--- src/rtl/ii_gen.sv ---
// Integral-image generator: turns a raster pixel stream into the zero-padded integral
// image and squared integral image of one detection window, as two valid/ready streams.
module ii_gen #(
  parameter int W_PIX         = 8,
  parameter int W_II          = 18,
  parameter int W_SII         = 26,
  parameter int WINDOW_WIDTH  = 25,
  parameter int WINDOW_HEIGHT = 25
) (
  input  logic             clk,
  input  logic             rst,
  input  logic             pix_valid,
  output logic             pix_ready,
  input  logic [W_PIX-1:0] pix_data,
  output logic             ii_valid,
  input  logic             ii_ready,
  output logic [W_II-1:0]  ii_data,
  output logic [1:0]       ii_eot,
  output logic             sii_valid,
  input  logic             sii_ready,
  output logic [W_SII-1:0] sii_data,
  output logic [1:0]       sii_eot
);

  localparam int XW = $clog2(WINDOW_WIDTH);
  localparam int YW = $clog2(WINDOW_HEIGHT);
  localparam logic [XW-1:0] X_LAST = XW'(WINDOW_WIDTH - 1);
  localparam logic [YW-1:0] Y_LAST = YW'(WINDOW_HEIGHT - 1);

  logic [XW-1:0]    x;
  logic [YW-1:0]    y;
  logic [W_II-1:0]  rs;
  logic [W_SII-1:0] rs2;
  logic [W_II-1:0]  line_ii  [1:WINDOW_WIDTH-1];
  logic [W_SII-1:0] line_sii [1:WINDOW_WIDTH-1];

  logic             slot_free;
  logic             pad;
  logic             emit;
  logic             accept;
  logic             x_last;
  logic             y_last;
  logic [W_SII-1:0] pix_sq;
  logic [W_II-1:0]  rs_next;
  logic [W_SII-1:0] rs2_next;
  logic [W_II-1:0]  ii_next;
  logic [W_SII-1:0] sii_next;

  // A new element loads only once both channels have drained their previous one.
  always_comb begin
    slot_free = (!ii_valid || ii_ready) && (!sii_valid || sii_ready);
    pad       = (x == '0) || (y == '0);
    x_last    = (x == X_LAST);
    y_last    = (y == Y_LAST);
    pix_ready = slot_free && !pad;
    accept    = pix_valid && pix_ready;
    emit      = slot_free && (pad || pix_valid);
    pix_sq    = W_SII'(pix_data) * W_SII'(pix_data);
    rs_next   = ((x == XW'(1)) ? '0 : rs) + W_II'(pix_data);
    rs2_next  = ((x == XW'(1)) ? '0 : rs2) + pix_sq;
    ii_next   = '0;
    sii_next  = '0;
    if (!pad) begin
      ii_next  = rs_next + line_ii[x];
      sii_next = rs2_next + line_sii[x];
    end
  end

  always_ff @(posedge clk or negedge rst) begin
    if (!rst) begin
      x         <= '0;
      y         <= '0;
      rs        <= '0;
      rs2       <= '0;
      ii_valid  <= 1'b0;
      ii_data   <= '0;
      ii_eot    <= '0;
      sii_valid <= 1'b0;
      sii_data  <= '0;
      sii_eot   <= '0;
    end else begin
      if (accept) begin
        rs  <= rs_next;
        rs2 <= rs2_next;
      end
      if (emit) begin
        ii_valid  <= 1'b1;
        ii_data   <= ii_next;
        ii_eot    <= {x_last && y_last, x_last};
        sii_valid <= 1'b1;
        sii_data  <= sii_next;
        sii_eot   <= {x_last && y_last, x_last};
        if (x_last) begin
          x <= '0;
          y <= y_last ? '0 : y + YW'(1);
        end else begin
          x <= x + XW'(1);
        end
      end else begin
        if (ii_ready)  ii_valid  <= 1'b0;
        if (sii_ready) sii_valid <= 1'b0;
      end
    end
  end

  // The padding row zeroes the column sums, so the buffers need no reset of their own.
  always_ff @(posedge clk) begin
    if (emit && (y == '0) && (x != '0)) begin
      line_ii[x]  <= '0;
      line_sii[x] <= '0;
    end else if (accept) begin
      line_ii[x]  <= ii_next;
      line_sii[x] <= sii_next;
    end
  end

endmodule

--- config.mk ---
export PLATFORM = sky130hd
export DESIGN_NAME = ii_gen
export DESIGN_NICKNAME = d
export VERILOG_FILES = /design/src/rtl/ii_gen.sv
export SDC_FILE = /design/constraint.sdc
export NUM_CORES = 1
export LEC_CHECK = 0
export CAP_MARGIN = 15
export CORE_MARGIN = 4
export CORE_UTILIZATION = 55
export DETAILED_ROUTE_END_ITERATION = 10
export PLACE_DENSITY = 0.85
export RECOVER_POWER = 100
export SYNTH_ARGS = -nofsm -noshare
export SYNTH_HDL_FRONTEND = slang
export SYNTH_SLANG_ARGS = --single-unit
--- constraint.sdc ---
create_clock -name clk -period 8.98 [get_ports clk]
set_input_delay 1.347 -clock clk [delete_from_list [all_inputs] [get_ports clk]]
set_output_delay 1.347 -clock clk [all_outputs]
set_load 0.01 [all_outputs]
==> flow_metrics.py, run 1 <==
metrics = {
    "outcome": {
        "status": "finished, violations left",
        "violations": "capacitance limit, slew limit",
    },
    "floorplan": {
        "start_util": 0.557,
        "rows": 109,
        "die_area_um2": 94600,
        "fp.dieW_um": 308,
        "io_pins": 64,
        "core_area_um2": 88600,
        "die_h_um": 308,
    },
    "flow_run": {
        "cap_violations": 49,
    },
    "logic_synthesis": {
        "ys_types": 76,
        "synth_edf_count": 1056,
        "syn_nets": 3054,
        "yosys_most_used_dff": "edfxtp_1",
        "synth-seq-cells": 1158,
        "ys_seq_area_frac": 0.694,
        "synthCells": 2901,
        "synth.avg_cell_area_um2": 17.0,
        "yosys_warnings": 0,
        "synthesis.area_um2": 49400,
        "async_flop_share": 0.0881,
    },
    "routing": {
        "wl_per_cell_um": 30.6,
        "initialDrtViolationCount": 4417,
        "viasPerCell": 6.74,
        "drcViolationCount": 0,
        "wirelength_um": 132000,
        "drt_first_pass_iters": 7,
        "antenna_left": 0,
        "dr_total_vias": 28943,
    },
    "clocking": {
        "tritoncts": "yes",
        "cts_made_buffers": 105,
        "clock_tree.buffer_depth": 3,
        "path_clk_slew_ns": 0.07,
        "clock_latency_ns": 0.71,
        "cts-hold-fix-buffers": 0,
        "cts.sinks": 1158,
        "clockRootBuffer": "clkbuf_16",
        "htree_num_levels": 3,
    },
    "global_route": {
        "gr-total-overflow": 0,
        "grt_usage": 0.281,
        "grt_antenna_before_repair": 5,
        "grt_pass1_wl_um": 195000,
        "grt_pass1_vias": 29183,
        "grt_max_degree": 127,
    },
    "critical_path": {
        "crit_family": "buffers and inverters",
        "r2r-end": "line_sii[23][12]",
        "worstSetupStartpointType": "flop",
        "critical_path_arrival_ns": 8.75,
        "reg2reg_depth": 12,
        "crit_start": "x[1]",
        "path_max_fanout": 58,
        "critPathBufInv": 5,
        "worst_path_max_delay_cell": "clkbuf_1",
        "crit_chain": "inv_1 -> clkbuf_1 -> clkbuf_1 -> ha_1 -> nand2b_1 -> nor2_1 -> or2_0 -> nor2_1 -> nand2_1 -> clkbuf_1 -> nor2_1 -> clkbuf_2",
        "max_stage_delay_ns": 2.10,
        "path_class": "reg2reg",
        "required_ns": 9.34,
        "r2r_slack_ns": 0.59,
        "cp-end-kind": "flop",
        "rr_startpoint": "x[1]",
    },
    "sta": {
        "worst_slack_ns": 0.589,
        "fin_crit_ns": 8.39,
        "fmax_mhz": 119,
        "period_share": 0.934,
        "worstMarginPinSlew_ns": 4.34,
        "skew_ns": 0.0430,
        "drv_slew": 1371,
        "grt_setup_unrepaired": "no",
        "setup-tns-final_ns": 0,
        "setup-violations-final": 0,
        "fin_hold_ws_ns": 0.465,
        "hold_violations": 0,
        "slew_headroom": -1.89,
    },
    "cells_and_area": {
        "drive_gt1_frac": 0.145,
        "area_delta_synth_final_pct": 11.6,
        "stdcell_count": 4297,
        "nNetsFinal": 3194,
        "fillers": 5903,
    },
    "hold_path": {
        "min_from": "rs2[2]",
        "worstHoldPathCells": 2,
        "hp-class": "reg2reg",
        "min_to": "rs2[2]",
    },
    "place": {
        "place_inst": 4098,
        "dp_hpwl_um": 70700,
        "gp_congestion": 0.908,
        "dp_slack_ns": -0.143,
        "port_buffers": 63,
    },
}
[what timing repair did]
action,CTS,global route
gates resized for setup,0,2
setup buffers,0,0
setup endpoints to repair,0,48
[synth_stat cells (all sizes together), types with 27 or more instances]
| cell | count | share of area |
|---|---|---|
| nor2 | 146 | 0.011 |
| xor2 | 27 | 0.0049 |
| a211oi | 37 | 0.0056 |
| xnor2 | 47 | 0.0083 |
| ha | 100 | 0.025 |
| mux4 | 220 | 0.10 |
| edfxtp | 1056 | 0.64 |
| o21ai | 92 | 0.0093 |
| buf | 68 | 0.0076 |
| mux2i | 109 | 0.022 |
| a21oi | 91 | 0.0095 |
| fa | 40 | 0.016 |
| nand2 | 212 | 0.016 |
| o22ai | 40 | 0.0051 |
| dfrtp | 102 | 0.052 |
| a21o | 66 | 0.010 |
| and2 | 55 | 0.0070 |
| clkbuf | 72 | 0.0055 |
| inv | 97 | 0.0074 |
[worst max path at each step]
stage	end	slack, ns	cells past startpoint
2_1_floorplan	line_sii[10][25]	0.60	31
5_1_grt	line_sii[18][24]	0.09	29
3_5_place_dp	line_sii[18][22]	-0.14	27
6_report	line_sii[23][12]	0.59	12
4_1_cts	line_sii[4][22]	0.24	28
3_3_place_gp	line_sii[17][22]	0.03	27
[flip-flops by register name, summed over array words and instances (netlist names)]
signal and flops:
rs2 26, sii_eot 2, ii_data 18, y 5
line_ii 432, x 5, sii_valid 1, line_sii 624
rs 18, ii_valid 1, sii_data 26
[logic make-up after synthesis]
group | synth area share
buf+inv | 0.0204
simple gates | 0.0476
mux | 0.124
xor+xnor | 0.0133
flops | 0.694
compound gates | 0.0592
fa+ha+maj | 0.0416
[tightest hold or removal path: stages (launching register included)]
cell,delay [ns]
dfrtp_1,0.33
nand2_1,0.05
nand2_1,0.05
[final cells by class]
cell class	count	area, µm²	share of cell area
repair buffers	173	1280	0.0232
well taps	1165	1460	0.0265
clock buffers	127	2750	0.0499
diodes	2	5.00	0.0000908
clock inverters	69	848	0.0154
flip-flops and latches	1158	34300	0.622
inverters	97	364	0.00661
multi-input cells	1506	14100	0.256
[per-stage QoR]
stage                      util  cell area [µm²]
after floorplan               -            49400
after global placement    0.586            51900
after detailed placement  0.586            51900
after CTS                 0.627            55500
after global routing      0.622            55100
final                     0.622            55100
[per-layer routing]
layer | track usage | routed length [µm]
met5 | 0 | 35
met2 | 0.441 | 61500
met3 | 0.0783 | 18300
met4 | 0.124 | 6910
met1 | 0.374 | 44900
[placed cells by master (no fill, tap or decap), types with 9 or more instances in the layout]
master / Yosys / final
a211oi_1: 37 / 37
a21o_1: 66 / 66
a21oi_1: 90 / 90
a221oi_1: 19 / 19
a222oi_1: 18 / 18
and2_0: 1 / 9
and2_1: 54 / 44
and3_1: 12 / 12
buf_4: 18 / 35
bufinv_16: 0 / 17
clkbuf_1: 72 / 80
clkbuf_16: 0 / 105
clkdlybuf4s50_1: 0 / 11
clkinv_1: 0 / 25
clkinv_2: 0 / 13
dfrtp_1: 102 / 98
dlygate4sd3_1: 0 / 51
edfxtp_1: 1056 / 1056
fa_1: 40 / 40
ha_1: 100 / 100
inv_1: 96 / 96
mux2i_1: 109 / 108
mux4_2: 220 / 220
nand2_1: 211 / 211
nand2b_1: 11 / 11
nand3_1: 19 / 19
nor2_1: 145 / 142
nor2b_1: 11 / 10
nor3_1: 19 / 17
o211ai_1: 9 / 9
o21ai_0: 48 / 61
o21ai_1: 44 / 31
o22ai_1: 40 / 40
o31ai_1: 12 / 12
xnor2_1: 47 / 47
xor2_1: 26 / 26
Power of run 1 is not shown: default switching activity piles up to over one toggle a cycle in this logic, so the estimate is an artifact.
==> run 2, diff against run 1 <==
--- a/config.mk
+++ b/config.mk
@@ -10,2 +10,3 @@
 export CORE_UTILIZATION = 55
+export CTS_BUF_LIST = sky130_fd_sc_hd__clkbuf_4 sky130_fd_sc_hd__clkbuf_8
 export DETAILED_ROUTE_END_ITERATION = 10
--- a/constraint.sdc
+++ b/constraint.sdc
@@ -3,2 +3,2 @@
 set_output_delay 1.347 -clock clk [all_outputs]
-set_load 0.01 [all_outputs]
+set_load 0.005 [all_outputs]
==> run 2 against run 1 <==
Effect of this change: the flow still finishes with violations (capacitance limit, slew limit); sequential share of layout area up 0.21 points; largest cell class unchanged; global-route usage down 1.5 points; cell area down 0.34%; core utilization down 0.21 points; non-clock buffer count up 1; fmax down 0.18%; wire length down 5.6%.
==> flow_metrics.py, run 2 (same netlist as run 1, synthesis figures left out) <==
metrics = {
    "outcome": {
        "status": "finished, violations left",
        "violations": "capacitance limit, slew limit",
    },
    "global_route": {
        "gr-total-overflow": 0,
        "grt_pass1_wl_um": 184000,
        "grt_pass1_vias": 28609,
        "grt_antenna_before_repair": 4,
        "grt_usage": 0.266,
        "grt_max_degree": 127,
    },
    "cells_and_area": {
        "final_util": 0.619,
        "postLayoutCellArea_um2": 54900,
        "mostFrequentLayoutCells": "edfxtp_1, mux4_2, nand2_1",
        "regMostFlops": "line_sii",
        "final_common_cell": "edfxtp_1",
        "drive_gt1_frac": 0.177,
        "area_delta_synth_final_pct": 11.3,
        "ff_latch_area_um2": 34300,
        "multiInputGateArea_um2": 14100,
        "nNetsFinal": 3256,
        "fillers": 5969,
        "reg.largest.list": "line_sii x624, line_ii x432",
        "largest_reg_flops": 624,
    },
    "clocking": {
        "htree_num_levels": 4,
        "cts-resized-gates": 0,
        "clock_tree.buffer_depth": 3,
        "path_clk_slew_ns": 0.06,
        "cts.sinks": 1158,
        "post_cts_buffers": 0,
        "cts-hold-fix-buffers": 0,
        "clockRootBuffer": "clkbuf_8",
        "tritoncts": "yes",
        "clock_latency_ns": 0.85,
        "cts_made_buffers": 166,
    },
    "critical_path": {
        "max_stage_delay_ns": 0.78,
        "worstSetupStartpointType": "flop",
        "worst_path_max_delay_cell": "clkbuf_1",
        "cp-end-kind": "flop",
        "cpMostUsedCell": "fa_1",
        "critical_path_arrival_ns": 8.90,
        "required_ns": 9.47,
        "crit_family": "adder cells",
        "critPathBufInv": 5,
        "path_class": "reg2reg",
        "path_max_fanout": 24,
    },
    "flow_run": {
        "cap_violations": 49,
    },
    "sta": {
        "period_share": 0.936,
        "worstMarginPinSlew_ns": 4.40,
        "fmax_mhz": 119,
        "grt_setup_unrepaired": "no",
        "hold_violations": 0,
        "drv_slew": 1371,
        "fin_crit_ns": 8.41,
        "skew_ns": 0.0403,
        "slew_headroom": -1.93,
        "setup-violations-final": 0,
    },
    "routing": {
        "wl_per_cell_um": 28.2,
        "drt_first_pass_iters": 8,
        "initialDrtViolationCount": 4220,
        "wirelength_um": 124000,
        "dr_total_vias": 28646,
        "viasPerCell": 6.50,
        "antenna_left": 0,
        "drcViolationCount": 0,
    },
    "place": {
        "gp_congestion": 0.908,
        "dpl-instance-area_um2": 51900,
        "dp_hpwl_um": 70700,
        "port_buffers": 63,
    },
    "floorplan": {
        "fp.dieW_um": 308,
        "die_h_um": 308,
        "core_area_um2": 88600,
        "rows": 109,
        "io_pins": 64,
        "die_area_um2": 94600,
        "start_util": 0.557,
    },
    "hold_path": {
        "hp-class": "reg2reg",
    },
}
==> run 2: area by class of cell <==
class	count	share of cell area
clock inverters	63	0.00902
repair buffers	174	0.0232
inverters	97	0.00663
multi-input cells	1506	0.257
diodes	1	0.0000456
flip-flops and latches	1158	0.624
clock buffers	240	0.0533
well taps	1165	0.0265
==> run 2: metrics by stage <==
step / TNS, ns / worst slack (ns) / instances / hold slack, ns
2_1_floorplan: 0 / 0.604 / 2901 / 0.437
3_3_place_gp: 0 / 0.0314 / 4096 / 0.450
3_5_place_dp: -6.17 / -0.143 / 4098 / 0.454
4_1_cts: 0 / 0.301 / 4401 / 0.470
5_1_grt: 0 / 0.0736 / 4404 / 0.490
6_report: 0 / 0.574 / 4404 / 0.468
==> run 2: layer usage <==
layer / GRT usage / part of all wire / up-vias
met4: 0.115 / 0.046 / 6
met5: 0 / 0.00033 / -
met1: 0.362 / 0.35 / 14359
met2: 0.409 / 0.46 / 2090
met3: 0.0772 / 0.14 / 392
li1: - / - / 11799
==> run 2: final timing paths <==
kind                             start  slack (ns)  depth (start not counted)              end
worst min-delay path            rs2[8]        0.47                          2           rs2[8]
worst max register to register    x[1]        0.57                         27  line_sii[1][19]
min in group asynchronous          rst        1.69                          1     sii_data[18]
worst min register to register  rs2[8]        0.47                          2           rs2[8]
max in group asynchronous          rst        2.20                          2             x[1]
worst max-delay path              x[1]        0.57                         27  line_sii[1][19]
==> run 2: worst reg2reg max path, stage by stage (launching register included) <==
cell	delay [ns]
dfrtp_4	0.50
inv_1	0.10
ha_1	0.20
or4b_4	0.61
and2_0	0.28
fa_1	0.58
fa_1	0.46
fa_1	0.57
inv_1	0.06
fa_1	0.48
inv_1	0.04
ha_1	0.28
a21oi_1	0.28
o211ai_1	0.18
o211a_1	0.18
a21o_1	0.21
a21o_1	0.18
a21oi_1	0.17
xnor2_1	0.17
ha_1	0.29
a21o_1	0.19
a21oi_1	0.23
a21boi_0	0.13
o22a_1	0.24
clkbuf_1	0.16
xnor2_1	0.14
nor2_1	0.38
clkbuf_1	0.78
Power of run 2 is left out for the same reason.
==> RTL edit: new RTL, config.mk and constraints of run 1 <==
Reset style: synchronous (`rst`), changed in one clocked block.
--- a/src/rtl/ii_gen.sv
+++ b/src/rtl/ii_gen.sv
@@ -66,7 +66,7 @@
     end
   end
 
-  always_ff @(posedge clk or negedge rst) begin
+  always_ff @(posedge clk) begin
     if (!rst) begin
       x         <= '0;
       y         <= '0;
Formal check against the unedited RTL: differs if rst is asserted again (counterexample within 4 cycles, from zero or initial values and one cycle with rst low); with rst held inactive, the same outputs for 4 cycles.
==> RTL edit against run 1 <==
Critical path type unchanged. Non-clock buffer count shrank 5. The flow still finishes with violations (capacitance limit, slew limit). Sequential cell count rose by 5. Routed wire length fell by 1.5%. Fmax grew 2.7%. Final cell count increased by 3.1%. Area after synthesis is 1.0% higher. Clock skew down 0.018 ns. Cell area up 0.86%. Worst setup slack gained 0.22 ns.
==> RTL edit: results <==
group,metric,value,unit
run_status,outcome,"finished, violations left",
run_status,violations,"capacitance limit, slew limit",
finish,drive_gt1_share,15.3,%
grt,grt_pass1_wl,192000,um
clock_network,numCtsBuffers,109,
grt,grt_max_degree,80,
synth,synthesis.nets,3184,
drt,routed-via-count,29388,
finish,n_antenna_cell,0,
sta,fin_crit_sh,91.0,%
grt,grt_antenna_before_repair,6,
worst_hold_path,hold_start,"rs2[15]",
power,p_sw_share,25.6,%
synth,seq_area_frac_synth,67.9,%
synth,synth_edf_count,1056,
grt,grt_pass1_vias,29127,
synth,synth_commonest_cells,"edfxtp_1, mux4_2, nor2_1",
grt,grt_use_total,27.3,%
run,drv_cap,44,
critical_path,crit_path_end,"line_ii[6][17]",
critical_path,crit_fanout,42,
synth,synthFlopType,"edfxtp_1",
worst_hold_path,hold_path_end,"rs2[15]",
placed_design,gp_congestion,0.874,
critical_path,r2r_cells,16,
drt,firstDrtPassIters,8,
critical_path,critPathArrivalTime,8.50,ns
placed_design,placedCellCount,4219,
synth,synth_top_cell_area_share,63.6,%
synth,synthCells,3031,
placed_design,hpwlAfterDp,69500,um
sta,clock_skew,0.0251,ns
worst_hold_path,holdPathStages,2,
critical_path,timing.rr.end,"line_ii[6][17]",
finish,nNetsFinal,3314,
finish,reg_top3,"line_sii x624, line_ii x432",
placed_design,dp_slack,-0.234,ns
synth,synth_area_leaders,"edfxtp_1, mux4_2, dfxtp_1",
grt,grt_overflow,0,
synth,synth_cell_types,83,
sta,hold_ws,0.456,ns
finish,fillers,6129,
drt,wire_per_inst,29.3,um
placed_design,dpl_cell_area,52300,um^2
drt,viasPerCell,6.63,
critical_path,worst-r2r-setup-slack,0.81,ns
sta,worst_slew_pin_slew,5.03,ns
synth,synth_async_sr_flop_share,0,%
sta,slew_violations,1209,
drt,first_iter_violations,4007,
==> RTL edit: changes by cell type after synthesis, moves of 38 or more <==
cell     change
a21o_1      -38
nor2_1      +72
o22ai_1     -38
dfxtp_1    +107
a21oi_1     +90
dfrtp_1    -102
nand2_1     -49
==> RTL edit: cell families after synthesis <==
group	synth area share, %
DFF	67.9
and+or+nand+nor	5.29
AOI/OAI and AO/OA	5.66
muxes	13.6
buffers and inverters	2.25
adders and majority gates	4.12
xor gates and xnor gates	1.19
==> RTL edit: routing by layer <==
metal	GRT usage [%]	routed length [um]	vias up
li1	-	-	12010
met3	6.33	16800	532
met2	42.9	60700	2225
met5	0	25	-
met4	13.5	7720	4
met1	36.5	44300	14617
==> RTL edit: critical path, stage by stage, from the launching register on <==
cell,delay [ns]
dfxtp_1,2.34
buf_4,0.61
buf_4,0.50
mux4_2,0.58
mux4_2,0.49
mux2_1,0.38
ha_1,0.41
a21o_1,0.24
nor3_1,0.14
o21ai_0,0.25
a21oi_1,0.21
nor3_1,0.10
a211oi_1,0.46
o21ai_0,0.28
xor2_1,0.33
nor2_1,0.10
clkbuf_2,0.33
==> RTL edit: power by group through the flow <==
stage	registers, uW	logic, uW	clock network [uW]
2_1_floorplan	5980	1510	0
3_3_place_gp	6020	1910	0
3_5_place_dp	6020	1960	0
4_1_cts	5900	2010	4770
5_1_grt	5910	2180	5010
6_report	5900	2010	4760
==> RTL edit: cell type report <==
class	count	area (um^2)	area share (%)
Clock inverter	57	691	1.24
Inverter	111	419	0.754
Sequential cell	1163	33900	60.9
Clock buffer	147	2940	5.29
Multi-Input combinational cell	1608	14900	26.8
Timing Repair Buffer	168	1260	2.28
Tap cell	1176	1470	2.65
